## src/rtl/rf_pkg.sv

```systemverilog
// Shared constants and helpers for the scoreboarded register file.
// Latency: n/a (compile-time definitions only).
// Backpressure: n/a.
//
// Contents: default geometry, the hardwired-zero register index, and a
// ceil(log2) helper used to size register address fields.
package rf_pkg;

  localparam int XLEN_DEFAULT  = 32;
  localparam int NREGS_DEFAULT = 32;
  localparam int NRD_DEFAULT   = 2;

  // Register 0 reads as zero, ignores writes and is never busy.
  localparam int ZERO_REG = 0;

  // ceil(log2(value)), minimum 1 so a 2-entry file still gets a 1-bit index.
  function automatic int clog2(input int value);
    int result;
    int v;
    result = 0;
    v      = value - 1;
    while (v > 0) begin
      result = result + 1;
      v      = v >> 1;
    end
    if (result == 0) begin
      result = 1;
    end
    return result;
  endfunction

endpackage

```

## src/rtl/regfile_rd_port.sv

```systemverilog
// One combinational read port of the register file: array mux, zero force, bypass, busy select.
// Latency: 0 cycles (pure combinational).
// Backpressure: none; the port answers every address every cycle.
//
// Ports:
//   regs     in   NREGS x XLEN  stored register contents
//   busy_vec in   NREGS         stored scoreboard bits
//   rst      in   1             reset in progress (suppresses bypass)
//   write    in   1             writeback enable this cycle
//   wraddr   in   AW            writeback index
//   wrdata   in   XLEN          writeback data
//   rdaddr   in   AW            index read by this port
//   rddata   out  XLEN          data seen by this port
//   busy     out  1             scoreboard bit seen by this port
module regfile_rd_port
  import rf_pkg::*;
#(
  parameter int XLEN   = XLEN_DEFAULT,
  parameter int NREGS  = NREGS_DEFAULT,
  parameter int AW     = clog2(NREGS),
  parameter int BYPASS = 1
) (
  input  logic [NREGS-1:0][XLEN-1:0] regs,
  input  logic [NREGS-1:0]           busy_vec,
  input  logic                       rst,
  input  logic                       write,
  input  logic [AW-1:0]              wraddr,
  input  logic [XLEN-1:0]            wrdata,
  input  logic [AW-1:0]              rdaddr,
  output logic [XLEN-1:0]            rddata,
  output logic                       busy
);

  logic is_zero;
  logic bypass_hit;

  always_comb begin
    is_zero = (rdaddr == AW'(ZERO_REG));

    // A retiring write to the address being read is forwarded, and since the
    // producer is retiring the register is no longer busy for the reader.
    // The bypass is off during reset because that edge discards the write.
    bypass_hit = (BYPASS != 0) && write && !rst &&
                 (wraddr != AW'(ZERO_REG)) && (wraddr == rdaddr);
  end

  always_comb begin
    rddata = regs[rdaddr];
    busy   = busy_vec[rdaddr];
    if (bypass_hit) begin
      rddata = wrdata;
      busy   = 1'b0;
    end
    // Storage for register 0 is never written, but force it here as well so
    // the port is correct on its own and the zero read is obvious.
    if (is_zero) begin
      rddata = '0;
      busy   = 1'b0;
    end
  end

endmodule

```

## src/rtl/regfile_sb.sv

```systemverilog
// Multi-read-port integer register file with a per-register busy scoreboard for hazard detection.
// Latency: reads 0 cycles (optional same-cycle write bypass); write and mark take effect at the next clk edge.
// Backpressure: none; write, mark and reads are accepted every cycle.
//
// Ports:
//   clk      in   1         rising-edge clock
//   rst      in   1         synchronous active-high reset (clears data and busy)
//   write    in   1         writeback enable
//   wraddr   in   AW        writeback register index
//   wrdata   in   XLEN      writeback data
//   rdaddr   in   NRD*AW    read indices, port i at [i*AW +: AW]
//   rddata   out  NRD*XLEN  read data, port i at [i*XLEN +: XLEN]
//   mark     in   1         issue: set busy bit of markaddr at the next edge
//   markaddr in   AW        destination register being issued
//   busy     out  NRD       scoreboard bit for each read port's address
module regfile_sb
  import rf_pkg::*;
#(
  parameter int XLEN   = XLEN_DEFAULT,
  parameter int NREGS  = NREGS_DEFAULT,
  parameter int NRD    = NRD_DEFAULT,
  parameter int BYPASS = 1,
  localparam int AW    = clog2(NREGS)
) (
  input  logic                clk,
  input  logic                rst,
  input  logic                write,
  input  logic [AW-1:0]       wraddr,
  input  logic [XLEN-1:0]     wrdata,
  input  logic [NRD*AW-1:0]   rdaddr,
  output logic [NRD*XLEN-1:0] rddata,
  input  logic                mark,
  input  logic [AW-1:0]       markaddr,
  output logic [NRD-1:0]      busy
);

  logic [NREGS-1:0][XLEN-1:0] regs_q;
  logic [NREGS-1:0]           busy_q;

  logic wr_en;
  logic mark_en;

  // Register 0 is filtered out here, so its storage and busy bit stay at
  // their reset value of zero forever.
  always_comb begin
    wr_en   = write && (wraddr   != AW'(ZERO_REG));
    mark_en = mark  && (markaddr != AW'(ZERO_REG));
  end

  always_ff @(posedge clk) begin
    if (rst) begin
      regs_q <= '0;
      busy_q <= '0;
    end else begin
      if (wr_en) begin
        regs_q[wraddr] <= wrdata;
        busy_q[wraddr] <= 1'b0;
      end
      // Ordered after the write: when a new producer issues to the register
      // that is retiring this cycle, the new producer keeps it busy.
      if (mark_en) begin
        busy_q[markaddr] <= 1'b1;
      end
    end
  end

  for (genvar i = 0; i < NRD; i++) begin : g_rd
    regfile_rd_port #(
      .XLEN   (XLEN),
      .NREGS  (NREGS),
      .AW     (AW),
      .BYPASS (BYPASS)
    ) u_rd (
      .regs     (regs_q),
      .busy_vec (busy_q),
      .rst      (rst),
      .write    (write),
      .wraddr   (wraddr),
      .wrdata   (wrdata),
      .rdaddr   (rdaddr[i*AW +: AW]),
      .rddata   (rddata[i*XLEN +: XLEN]),
      .busy     (busy[i])
    );
  end

endmodule
```

## config.mk

```make
export PLATFORM = sky130hd
export DESIGN_NAME = regfile_sb
export DESIGN_NICKNAME = d
export VERILOG_FILES = /design/src/rtl/rf_pkg.sv /design/src/rtl/regfile_rd_port.sv /design/src/rtl/regfile_sb.sv
export SDC_FILE = /design/constraint.sdc
export NUM_CORES = 2
export LEC_CHECK = 0
export CAP_MARGIN = 10
export CORE_AREA = 2 2 371 373
export DETAILED_ROUTE_END_ITERATION = 10
export DIE_AREA = 0 0 373 375
export PLACE_DENSITY = 0.58
export REMOVE_ABC_BUFFERS = 1
export SETUP_SLACK_MARGIN = 0.3
export SLEW_MARGIN = 20
export SYNTH_ARGS = -nofsm -noshare
export SYNTH_HDL_FRONTEND = slang
export SYNTH_SLANG_ARGS = --single-unit
export TNS_END_PERCENT = 100
```

## constraint.sdc

```tcl
create_clock -name clk -period 4 [get_ports clk]
set_input_delay 0.6 -clock clk [delete_from_list [all_inputs] [get_ports clk]]
set_output_delay 0.6 -clock clk [all_outputs]
set_load 0.01 [all_outputs]
```

==> results.py <==
metrics = {
    "outcome": {
        "outcome": "finished clean",
    },
    "clock_network": {
        "clkLatencyLatePin_ns": 0.77,
        "tritoncts": "yes",
        "clk_path_buf_depth": 3,
        "cts_buffers": 113,
        "clkSinkCount": 1056,
        "cts.reportedPaths.clkPinSlew_ns": 0.06,
        "htree_levels": 3,
        "clock_tree.root_cell": "clkbuf_16",
    },
    "detailed_routing": {
        "drt_wl_total_mm": 242,
        "drc": 0,
        "drt-pass1-iter-count": 6,
        "ant_nets": 0,
        "drt-initial-drc-count": 7565,
        "via_per_inst": 6.32,
        "vias": 51400,
        "post_drt_wl_per_cell_um": 29.8,
    },
    "synth": {
        "ys_seq_area_share_pct": 39.1,
        "yosys.area.top_type": "dfxtp_1",
        "synth_area_mm2": 0.0541,
        "yosys_register_bits": 1056,
        "ys_top_cells_by_count": "2107 x nand2_1, 1056 x dfxtp_1, 1025 x a21oi_1",
        "yosysMostFrequentCell": "nand2_1",
        "synth-main-ff-cell": "dfxtp_1",
        "ys_warn_count": 0,
        "synth_top_area_share_pct": 39.1,
        "synth-async-reset-ratio_pct": 0,
        "synth_area_leaders": "dfxtp_1 39%, mux4_2 19%, nand2_1 15%",
        "synth_edf_count": 0,
        "synth_area_per_cell_um2": 8.74,
        "synthCells": 6191,
        "yosysUniqueCellTypes": 59,
    },
    "sta": {
        "fmax_ghz": 0.265,
        "setup_violations": 0,
        "period_minus_slack_ns": 3.77,
        "hold_viol_final": 0,
        "tightest_slew_ns": 1.39,
        "slew_viol_final": 0,
        "rsz0062_at_grt": "true",
        "whs_ns": 0.104,
        "skew_ns": 0,
        "slew_headroom_pct": 7.58,
        "fin_crit_sh_pct": 94.3,
    },
    "place": {
        "io_buffer_count": 121,
        "gp_congestion": 0.928,
        "place_hpwl_mm": 148,
    },
    "floorplanning": {
        "io_pins": 122,
        "rows": 136,
        "chipHeight_um": 375,
        "start_util_pct": 39.7,
        "die_w_um": 373,
        "core_mm2": 0.136,
        "die_area_mm2": 0.140,
    },
    "worst_setup_path": {
        "cp-start-kind": "primary input",
        "worstSetupPathType": "primary input to output port",
        "cp.required_ns": 3.40,
        "cp-end-kind": "output port",
        "path_max_fanout": 12,
        "critPathArrivalTime_ns": 3.17,
    },
    "layout": {
        "multi_input_area_mm2": 0.0311,
        "post-route-util_pct": 47.3,
        "areaGrowthSynthToFinish_pct": 19.2,
        "nNetsFinal": 6292,
        "fill_cells": 12700,
        "drive_gt1_share_pct": 20.7,
        "regArea_mm2": 0.0211,
    },
    "global_routing": {
        "grt_pass1_wl_mm": 345,
        "met1_usage_pct": 42.9,
        "grt_max_degree": 222,
        "grt_antenna_before_repair": 6,
        "groute.usage.overall_pct": 33.4,
        "grt-ovfl-total": 0,
        "grt.met3_usage_pct": 8.41,
        "top_usage_layer": "met2",
        "met2_usage_pct": 50.8,
        "grt_pass1_vias": 48500,
    },
    "pwr": {
        "ir_drop_v": 0.000375,
        "power_density_mw_per_mm2": 378,
        "leakagePower_nw": 21.9,
    },
    "worst_hold_path": {
        "hp-class": "primary input to flip-flop",
    },
    "run": {
        "drv_cap": 0,
    },
}
## metrics by stage
step / std cells / TNS [ns] / power, mW / area, um^2 / setup WS, ns
2_1_floorplan: 5530 / -33.56 / 11.6 / 51100 / -1.43
6_report: 8126 / 0 / 24.4 / 64500 / 0.227
3_5_place_dp: 7846 / -6.75 / 13.4 / 58900 / -0.433
3_3_place_gp: 7846 / -8.26 / 13.4 / 58900 / -0.707
4_1_cts: 8072 / 0 / 24.2 / 63600 / 0.193
5_1_grt: 8122 / 0 / 24.9 / 64500 / 0.195
## per-layer routing
layer	up-vias	part of all wire (%)
met5	-	0.011
met3	870	12
met4	4	6.7
met1	25100	37
li1	21900	-
met2	3511	44
## cell type report
cell class,count,share of cell area (%)
clock inverter,42,0.722
inverter,5,0.0291
timing repair buffer,591,9.59
clock buffer,164,5.16
sequential,1056,32.8
multi-input combinational,4469,48.2
antenna,5,0.0194
tap,1794,3.48
## sequential cells by signal (all words and copies together), names as in the netlist
register / count
regs_q: 1024
busy_q: 32
## cells by family after synthesis
family | after synthesis | synth area share [%]
multiplexers | 652 | 22.5
AND/OR/NAND/NOR | 2404 | 17.7
buffers and inverters | 666 | 5.53
AO/OA/AOI/OAI | 1403 | 15.0
flip-flops | 1056 | 39.1
XOR/XNOR | 10 | 0.162
## placed cells by master, fill, tap and decap left out, types with 25 or more instances in the layout
cell type        count
nand2_1           2070
dfxtp_1           1056
a21oi_1           1020
mux4_2             450
buf_4              366
mux2i_1            180
clkbuf_16          117
o22ai_1             83
a221oi_1            82
buf_12              70
clkdlybuf4s50_1     68
a22oi_1             60
nor2b_1             59
nor2_1              57
nand2_2             37
nor2_4              34
clkbuf_8            31
nand2b_1            30
clkinv_2            26
a211oi_1            25
## worst max-delay path, cell delays in order
cell	delay, ns
buf_8	0.17
buf_12	0.19
buf_12	0.17
mux4_2	0.51
mux4_2	0.51
a32oi_1	0.26
nand2_2	0.20
clkdlybuf4s50_1	0.54
## power by group
group	switching (mW)	internal [mW]
logic	1.79	1.03
registers	0.0568	10.6
clock network	4.76	6.16
## repair_timing
action	CTS	global route
hold buffers	0	0
gates resized for setup	107	79
cloned	5	4
pin swaps	10	12
endpoints found under the setup margin	65	49
buffers inserted	15	45
## worst paths after layout
path	start	end	slack [ns]	cells past startpoint
setup / recovery	rdaddr[6]	rddata[43]	0.23	8
hold / removal	rst	regs_q[650]	0.10	2
setup reg to reg	busy_q[13]	busy_q[13]	3.27	2
hold reg to reg	regs_q[1015]	regs_q[1015]	0.46	2
(Power assumes the default switching activity.)
